$ cat src/rtl/mipi_rx_pkg.sv
// Shared types and constants for the MIPI receive lane controller.
package mipi_rx_pkg;

  typedef enum logic [2:0] {
    StWaitStop,
    StStop,
    StHsRqst,
    StHsSettle,
    StHsSync,
    StHsData
  } rx_state_e;

  // LP line codes, {DP, DN}
  localparam logic [1:0] Lp11 = 2'b11;
  localparam logic [1:0] Lp10 = 2'b10;
  localparam logic [1:0] Lp01 = 2'b01;
  localparam logic [1:0] Lp00 = 2'b00;

  localparam logic [7:0] SyncWordDefault = 8'hB8;

  // Returns {found, offset}. Scans from the top so the lowest matching offset is kept.
  function automatic logic [3:0] find_sync(input logic [15:0] win, input logic [7:0] word);
    logic [3:0] res;
    res = '0;
    for (int k = 7; k >= 0; k--) begin
      if (win[k +: 8] == word) res = {1'b1, 3'(k)};
    end
    return res;
  endfunction

endpackage

$ cat src/rtl/mipi_lp_filter.sv
// LP line pair synchroniser plus run-length glitch filter.
module mipi_lp_filter #(
  parameter int unsigned LP_FILTER = 2
) (
  input  logic       clk_i,
  input  logic       rst_i,
  input  logic [1:0] lp_i,
  output logic [1:0] lp_o
);

  logic [1:0] sync1_q, sync2_q, cand_q, lp_q, lp_d;
  logic [3:0] cnt_q, cnt_d;

  // Count consecutive identical synchronised samples; accept once the run is long enough.
  always_comb begin
    cnt_d = 4'd1;
    if (sync2_q == cand_q) cnt_d = (cnt_q == 4'hF) ? cnt_q : cnt_q + 4'd1;
    lp_d = lp_q;
    if (cnt_d >= 4'(LP_FILTER)) lp_d = sync2_q;
  end

  // Synchroniser flops and filter state.
  always_ff @(posedge clk_i) begin
    if (rst_i) begin
      sync1_q <= '0;
      sync2_q <= '0;
      cand_q  <= '0;
      cnt_q   <= '0;
      lp_q    <= '0;
    end else begin
      sync1_q <= lp_i;
      sync2_q <= sync1_q;
      cand_q  <= sync2_q;
      cnt_q   <= cnt_d;
      lp_q    <= lp_d;
    end
  end

  assign lp_o = lp_q;

endmodule

$ cat src/rtl/mipi_rx_lane.sv
// MIPI receive lane: SoT detection on the LP pair, HS settle, sync search/alignment, payload out.
module mipi_rx_lane import mipi_rx_pkg::*; #(
  parameter logic [7:0]  SYNC_WORD     = SyncWordDefault,
  parameter int unsigned LP_FILTER     = 2,
  parameter int unsigned SETTLE_CYCLES = 4,
  parameter int unsigned SYNC_TIMEOUT  = 32
) (
  input  logic       CLK_IN,
  input  logic       RST,
  input  logic       RX_LP_DP,
  input  logic       RX_LP_DN,
  input  logic [7:0] HS_RAW_DATA,
  input  logic       HS_RAW_VALID,
  output logic       HS_EN,
  output logic       RX_ODT_EN,
  output logic       LP_RX_DP,
  output logic       LP_RX_DN,
  output logic [7:0] HS_RX_DATA,
  output logic       HS_RX_VALID,
  output logic       HS_ACTIVE,
  output logic       STOP_STATE,
  output logic       ERR_SOT_SYNC,
  output logic       ERR_CONTROL
);

  logic [1:0]  lp;
  rx_state_e   state_q, state_d;
  logic [7:0]  cnt_q, cnt_d;
  logic [7:0]  prev_q, prev_d;
  logic [2:0]  k_q, k_d;
  logic [7:0]  rx_data_q, rx_data_d;
  logic        rx_valid_q, rx_valid_d;
  logic        err_sync_q, err_sync_d;
  logic        err_ctl_q, err_ctl_d;
  logic [15:0] window;
  logic [3:0]  match;
  logic        lp_stop, hs_on;

  mipi_lp_filter #(
    .LP_FILTER(LP_FILTER)
  ) u_lp_filter (
    .clk_i(CLK_IN),
    .rst_i(RST),
    .lp_i ({RX_LP_DP, RX_LP_DN}),
    .lp_o (lp)
  );

  assign window  = {HS_RAW_DATA, prev_q};
  assign match   = find_sync(window, SYNC_WORD);
  assign lp_stop = (lp == Lp11);

  // Lane FSM, shared settle/timeout counter, aligner and output byte.
  always_comb begin
    state_d    = state_q;
    cnt_d      = cnt_q;
    prev_d     = prev_q;
    k_d        = k_q;
    rx_data_d  = rx_data_q;
    rx_valid_d = 1'b0;
    err_sync_d = 1'b0;
    err_ctl_d  = 1'b0;
    unique case (state_q)
      StWaitStop: if (lp_stop) state_d = StStop;
      StStop:     if (lp == Lp01) state_d = StHsRqst;
      StHsRqst: begin
        case (lp)
          Lp00: begin
            state_d = StHsSettle;
            cnt_d   = '0;
          end
          Lp11: state_d = StStop;
          Lp10: begin
            err_ctl_d = 1'b1;
            state_d   = StWaitStop;
          end
          default: state_d = StHsRqst;
        endcase
      end
      StHsSettle: begin
        if (lp_stop) begin
          state_d = StStop;
        end else if (cnt_q == 8'(SETTLE_CYCLES - 1)) begin
          state_d = StHsSync;
          cnt_d   = '0;
          prev_d  = '0;
        end else begin
          cnt_d = cnt_q + 8'd1;
        end
      end
      StHsSync: begin
        if (lp_stop) begin
          state_d = StStop;
        end else if (HS_RAW_VALID) begin
          prev_d = HS_RAW_DATA;
          if (match[3]) begin
            k_d     = match[2:0];
            state_d = StHsData;
          end else if (cnt_q == 8'(SYNC_TIMEOUT - 1)) begin
            err_sync_d = 1'b1;
            state_d    = StWaitStop;
          end else begin
            cnt_d = cnt_q + 8'd1;
          end
        end
      end
      StHsData: begin
        if (lp_stop) begin
          state_d = StStop;
        end else if (HS_RAW_VALID) begin
          prev_d     = HS_RAW_DATA;
          rx_data_d  = window[k_q +: 8];
          rx_valid_d = 1'b1;
        end
      end
      default: state_d = StWaitStop;
    endcase
  end

  // State and output registers.
  always_ff @(posedge CLK_IN) begin
    if (RST) begin
      state_q    <= StWaitStop;
      cnt_q      <= '0;
      prev_q     <= '0;
      k_q        <= '0;
      rx_data_q  <= '0;
      rx_valid_q <= 1'b0;
      err_sync_q <= 1'b0;
      err_ctl_q  <= 1'b0;
    end else begin
      state_q    <= state_d;
      cnt_q      <= cnt_d;
      prev_q     <= prev_d;
      k_q        <= k_d;
      rx_data_q  <= rx_data_d;
      rx_valid_q <= rx_valid_d;
      err_sync_q <= err_sync_d;
      err_ctl_q  <= err_ctl_d;
    end
  end

  // Filtered LP=11 drops the HS front end in the same cycle, ahead of the state change.
  assign hs_on        = (state_q == StHsSettle) || (state_q == StHsSync) || (state_q == StHsData);
  assign HS_EN        = hs_on && !lp_stop;
  assign RX_ODT_EN    = hs_on && !lp_stop;
  assign HS_ACTIVE    = (state_q == StHsData) && !lp_stop;
  assign STOP_STATE   = (state_q == StStop);
  assign LP_RX_DP     = lp[1];
  assign LP_RX_DN     = lp[0];
  assign HS_RX_DATA   = rx_data_q;
  assign HS_RX_VALID  = rx_valid_q;
  assign ERR_SOT_SYNC = err_sync_q;
  assign ERR_CONTROL  = err_ctl_q;

endmodule

$ cat config.mk
export PLATFORM = sky130hd
export DESIGN_NAME = mipi_rx_lane
export DESIGN_NICKNAME = d
export VERILOG_FILES = /design/src/rtl/mipi_rx_pkg.sv /design/src/rtl/mipi_lp_filter.sv /design/src/rtl/mipi_rx_lane.sv
export SDC_FILE = /design/constraint.sdc
export NUM_CORES = 1
export LEC_CHECK = 0
export ABC_AREA = 0
export CORE_MARGIN = 3
export CORE_UTILIZATION = 50
export DETAILED_ROUTE_END_ITERATION = 12
export MAX_ROUTING_LAYER = met4
export PLACE_DENSITY = 0.75
export SETUP_SLACK_MARGIN = 0.3
export SLEW_MARGIN = 20
export SYNTH_ARGS = -nofsm -noshare
export SYNTH_HDL_FRONTEND = slang
export SYNTH_SLANG_ARGS = --single-unit
export TNS_END_PERCENT = 20
$ cat constraint.sdc
create_clock -name CLK_IN -period 2.1 [get_ports CLK_IN]
set_clock_uncertainty 0.15 [all_clocks]
set_input_delay 0.42 -clock CLK_IN [delete_from_list [all_inputs] [get_ports CLK_IN]]
set_output_delay 0.42 -clock CLK_IN [all_outputs]
set_load 0.05 [all_outputs]
==> results of run 1 <==
[where the power goes]
group          switching, mW  internal [mW]  total (mW)  leakage, nW
sequential            0.0183          0.863       0.882        0.372
combinational          0.143          0.127       0.269        0.979
clock                  0.313          0.236       0.550       0.0445
total                  0.474           1.23        1.70         1.40
[metrics by stage]
| step | instances | total power [mW] | instance area, µm² |
|---|---|---|---|
| floorplan | 294 | 1.033 | 2795 |
| global placement | 397 | 1.117 | 3264 |
| detailed placement | 397 | 1.121 | 3264 |
| CTS | 417 | 1.700 | 3550 |
| global route | 420 | 1.775 | 3694 |
| finish | 420 | 1.701 | 3694 |
[layout make-up]
type / instances / area [µm²]
Multi-Input combinational cell: 224 / 1888
Fill cell: 388 / 1511
Sequential cell: 45 / 930.9
Timing Repair Buffer: 67 / 674.4
Tap cell: 70 / 87.58
Clock buffer: 5 / 68.82
Inverter: 6 / 22.52
Clock inverter: 3 / 21.27
[cells by family (layout without fill, tap and decap cells)]
group                    Yosys count  in the layout  synth area share (%)
AND/OR/NAND/NOR                  116            116                 25.65
AO/OA/AOI/OAI                     66             66                 17.22
flip-flops                        45             45                 32.80
multiplexers                      32             32                 15.31
buffers and inverters             25             81                 4.874
adder cells (fa/ha/maj)            7              7                 3.189
XOR/XNOR                           3              3                0.9569
[routing by layer]
layer / share of wire (%) / vias to the layer above
li1: - / 1208
met1: 45 / 1215
met2: 50 / 56
met3: 3.8 / 9
met4: 1.4 / 0
met5: 0 / -
[what timing repair did]
| action | in CTS | in global routing |
|---|---|---|
| endpoints found under the hold margin | 0 | 0 |
| pin swaps | 9 | 6 |
| setup endpoints to repair | 46 | 46 |
| gates cloned | 1 | 0 |
| setup buffers | 11 | 3 |
| gates resized for setup | 33 | 35 |
[state kept, by name (all words and copies together) (netlist names)]
| register | count |
|---|---|
| ERR_CONTROL | 1 |
| ERR_SOT_SYNC | 1 |
| HS_RX_DATA | 8 |
| HS_RX_VALID | 1 |
| cnt_q | 8 |
| k_q | 3 |
| prev_q | 8 |
| state_q | 3 |
| u_lp_filter.cand_q | 2 |
| u_lp_filter.cnt_q | 4 |
| u_lp_filter.lp_o | 2 |
| u_lp_filter.sync1_q | 2 |
| u_lp_filter.sync2_q | 2 |
[cells in the mapped netlist (2+ instances only)]
library cell  instances  area share, %
a211oi_1             10            2.7
a311oi_1              3           0.96
nand2b_1             12            2.7
a21o_1                2           0.55
nand3_1              15            2.7
nor3_1                4           0.73
a21oi_2               3           0.96
o211ai_1              3           0.82
inv_1                 6           0.82
nor4bb_1              6            2.2
o21ai_0               2           0.36
buf_2                 5           0.91
ha_1                  7            3.2
and4bb_2              2           0.91
a31oi_1               3           0.68
nand4_1               5            1.1
nand2_1              25            3.4
and3_1                4           0.91
mux4_2                8            6.6
o21ai_1               7            1.3
nor2b_1              10            2.3
clkbuf_1              5           0.68
and4bb_1              3            1.4
xnor2_1               3           0.96
buf_4                 7            1.9
nor2_1               15            2.0
a21oi_1              17            3.1
a211o_1               2           0.64
dfxtp_1              45             33
and2_1                5            1.1
mux2i_1              24            8.7
o2111ai_1             3           0.96
[worst paths after layout]
path	depth (start not counted)	from	endpoint
worst max-delay path	1	HS_RX_DATA[0]	HS_RX_DATA[0]
worst min-delay path	1	u_lp_filter.sync1_q[0]	u_lp_filter.sync2_q[0]
worst max register to register	7	cnt_q[1]	state_q[0]
worst min register to register	1	u_lp_filter.sync1_q[0]	u_lp_filter.sync2_q[0]
==> results.ini, run 1 <==
[cts]
cts.path.max_buffers = 2
clkSlewWorstSetupHoldPaths_ns = 0.09
clk_latency_ns = 0.31
postCtsHoldBufs = 0
cts_made_buffers = 5
htreeDepth = 2
root_buffer = clkbuf_8
cts_tree = built
cts_sinks = 45

[drt]
post-route-drc-count = 0
vias = 2488
routed_wl_mm = 7.002
drtIter0Drc = 110
routedWlPerCell_um = 16.67
drt-vias-per-instance = 5.924
drtPass1Iterations = 4
drtAntennaViolNets = 0

[die]
die_x_um = 80.12
fp.dieH_um = 80.12
initial_core_util_pct = 52.76
rows = 26
core_mm2 = 0.005205
die-area_mm2 = 0.006418
num_io_pins = 30

[pwr]
power_density_mw_per_mm2 = 460.4
p_leak_nw = 1.396
peakVddDrop_uv = 376.0

[global_routing]
grt_usage_pct = 23.26
grtUsageMet3_pct = 3.812
grt_antenna_before_repair = 0
gr-usage-met1_pct = 28.54
grt_pass1_vias = 2467
grt_max_degree = 24
grt_pass1_wl_mm = 11.55
overflow = 0
grt_use_met2_pct = 39.07
top_usage_layer = met2

[critical_path]
r2r_setup_slack_ns = 0.16
startpoint_type = flip-flop
cp_slowest_cell = clkdlybuf4s50_1
endpoint_kind = primary output
critPathKind = flip-flop to primary output
critPathBufInv = 1
critical-path-top-delay-family = buffers and inverters
cp_max_fo = 2
required_ns = 1.53
crit_chain = clkdlybuf4s50_1
slowest_delay_ns = 0.80
critPathArrivalTime_ns = 1.44

[yosys]
yosysSeqAreaShare_pct = 32.80
synth-main-ff-cell = dfxtp_1
async_reset_ff_share_pct = 0
syn_inst = 294
ys_ff_latch = 45
yosys_warnings = 0
syn_nets = 314
synth.cell_area_mm2 = 0.002746
ys_types = 55
synth_enable_flop_cells = 0
syn_avg_cell_area_um2 = 9.341

[timing]
whs_ns = 0.2914
fin_crit_ns = 2.009
grt_setup_unrepaired = yes
max_freq_mhz = 497.7
slew_violations = 0
timing.final.ws_setup_ns = 0.09070
slew_headroom_pct = 66.07
fin_crit_sh_pct = 95.68
worst_slew_pin_slew_ns = 0.5082
finalSetupViolCount = 0
hold_viol = 0
finalSetupTns_ns = 0

[finish]
layout_commonest_cell = dfxtp_1
n_antenna_cell = 0
areaGrowthSynthToFinish_pct = 34.49
most-common-layout-cells = dfxtp_1, buf_4, nand2_1, mux2i_1, nand3_1
fin_nets = 369
final_core_util_pct = 70.96
drive_gt1_share_pct = 31.14

[flow_run]
maxCapViolCount = 0

[status]
status = completed

[placed_design]
place_ws_ns = -0.3410
detailedPlacementHpwl_mm = 4.535
place.gp.congestion = 0.8363
portBuffers = 29

[worst_hold_path]
hold_class = flip-flop to flip-flop

Power figures use the tool's default switching activity.
==> run 2, diff against run 1 <==
CTS_BUF_LIST = sky130_fd_sc_hd__clkbuf_4 sky130_fd_sc_hd__clkbuf_8   (was default)
clock period = 1.88 ns   (was 2.1 ns; I/O delays follow)
==> run 2 against run 1 <==
Net effect: the run now ends with setup timing left; via count up 7.7%; count of clock-buffer cells in the layout up 1; critical path depth grew 6; worst setup slack got worse by 0.12 ns; cell count rose by 4.5%; sequential power rose by 11%; non-clock buffer count is 19 higher; sequential share of layout area decreased by 2.1 points; power is 24% higher; sequential cell count is the same; first-iteration DRC count increased by 21%; hold slack gained 0.011 ns; critical endpoint is now cnt_q[1]; largest cell class unchanged; highest routed layer unchanged.
==> results.ini, run 2 (synthesized netlist as in run 1, its figures left out) <==
[die]
die_x_um = 80.12
core_mm2 = 0.005205
rows = 26
initial_core_util_pct = 52.76
num_io_pins = 30
fp.dieH_um = 80.12
die-area_mm2 = 0.006418

[finish]
layout_commonest_cell = buf_4
final_core_util_pct = 78.80
most-common-layout-cells = buf_4, dfxtp_1, mux2i_1
drive_gt1_share_pct = 48.51
n_antenna_cell = 0
n_fill_cell = 309
fin_nets = 388
areaGrowthSynthToFinish_pct = 49.34
postLayoutCellArea_mm2 = 0.004101

[placed_design]
portBuffers = 29
dpl-instance-area_mm2 = 0.003373
place.gp.congestion = 0.8640
place_ws_ns = -0.4601
detailedPlacementHpwl_mm = 4.636

[critical_path]
endpoint_kind = flip-flop
cp_max_fo = 7
critPathBufInv = 2
cp_slowest_cell = nor2b_1
slowest_delay_ns = 0.31
critPathArrivalTime_ns = 1.96
required_ns = 1.93
critical-path-top-delay-family = simple AND/OR/NAND/NOR gates
startpoint_type = input pin
critPathKind = input pin to flip-flop
crit_chain = clkdlybuf4s15_2 > nor2b_1 > o211ai_2 > buf_4 > and4_4 > a31oi_4 > mux2i_1

[cts]
clk_latency_ns = 0.29
cts_sinks = 45
cts_made_buffers = 5
root_buffer = clkbuf_8
htreeDepth = 2
clkSlewWorstSetupHoldPaths_ns = 0.09
cts.path.max_buffers = 2
cts_tree = built

[status]
status = finished with violations
violations = setup timing

[global_routing]
grt_pass1_vias = 2475
grt_pass1_wl_mm = 11.82
grt_antenna_before_repair = 0
grt_max_degree = 23
grt_usage_pct = 23.97
overflow = 0

[flow_run]
maxCapViolCount = 0

[pwr]
p_leak_nw = 1.471
power_density_mw_per_mm2 = 513.3
peakVddDrop_uv = 443.6

[drt]
drtAntennaViolNets = 0
routed_wl_mm = 8.072
vias = 2680
routedWlPerCell_um = 18.39
drtPass1Iterations = 5
drtIter0Drc = 133
drt-vias-per-instance = 6.105
post-route-drc-count = 0

[timing]
grt_setup_unrepaired = yes
worst_slew_pin_slew_ns = 0.4574
max_freq_mhz = 523.9
timing.final.ws_setup_ns = -0.02864
fin_crit_ns = 1.909
finalSetupViolCount = 3
slew_headroom_pct = 69.37
slew_violations = 0
finalSetupTns_ns = -0.03157
fin_crit_sh_pct = 101.5
hold_viol = 0

[worst_hold_path]
hold_class = flip-flop to flip-flop

## run 2: metrics by stage
stage	power, mW	cells	hold WS, ns
finish	2.105	439	0.3022
floorplan	1.155	294	0.2638
global placement	1.265	411	0.2681
global route	2.187	439	0.3161
detailed placement	1.271	411	0.2805
CTS	2.057	434	0.2773
## run 2: worst paths after layout
check / slack (ns) / to / start / cells past startpoint
max: -0.03 / cnt_q[1] / HS_RAW_DATA[0] / 7
min: 0.30 / u_lp_filter.sync2_q[0] / u_lp_filter.sync1_q[0] / 1
max reg2reg: 0.01 / cnt_q[1] / prev_q[5] / 6
min reg2reg: 0.30 / u_lp_filter.sync2_q[0] / u_lp_filter.sync1_q[0] / 1
## run 2: metal layers
layer	GRT usage (%)	vias to the layer above	wire, µm
li1	-	1251	-
met1	31.32	1291	3476
met2	38.66	121	4021
met3	4.484	17	463
met4	5.743	0	111
met5	-	-	0
## run 2: area by class of cell
type                            count  area [µm²]  share of cell area [%]
Clock inverter                      2       38.79                  0.9457
Inverter                            6       25.02                  0.6101
Timing Repair Buffer               86       832.0                   20.29
Multi-Input combinational cell    224        2093                   51.04
Sequential cell                    45       948.4                   23.12
Tap cell                           70       87.58                   2.135
Clock buffer                        6       76.32                   1.861
## run 2: repair_timing
| action | in CTS | in global routing |
|---|---|---|
| hold buffers | 0 | 0 |
| gates resized for setup | 82 | 45 |
| buffers inserted | 14 | 4 |
| endpoints found under the setup margin | 37 | 40 |
| cloned | 1 | 1 |
| pin swaps | 33 | 32 |
## run 2: where the power goes
group          leakage (nW)  internal (mW)  switching, mW
logic                  1.04          0.196          0.191
clock network        0.0588          0.414          0.324
registers             0.375          0.958         0.0228
total                  1.47           1.57          0.538
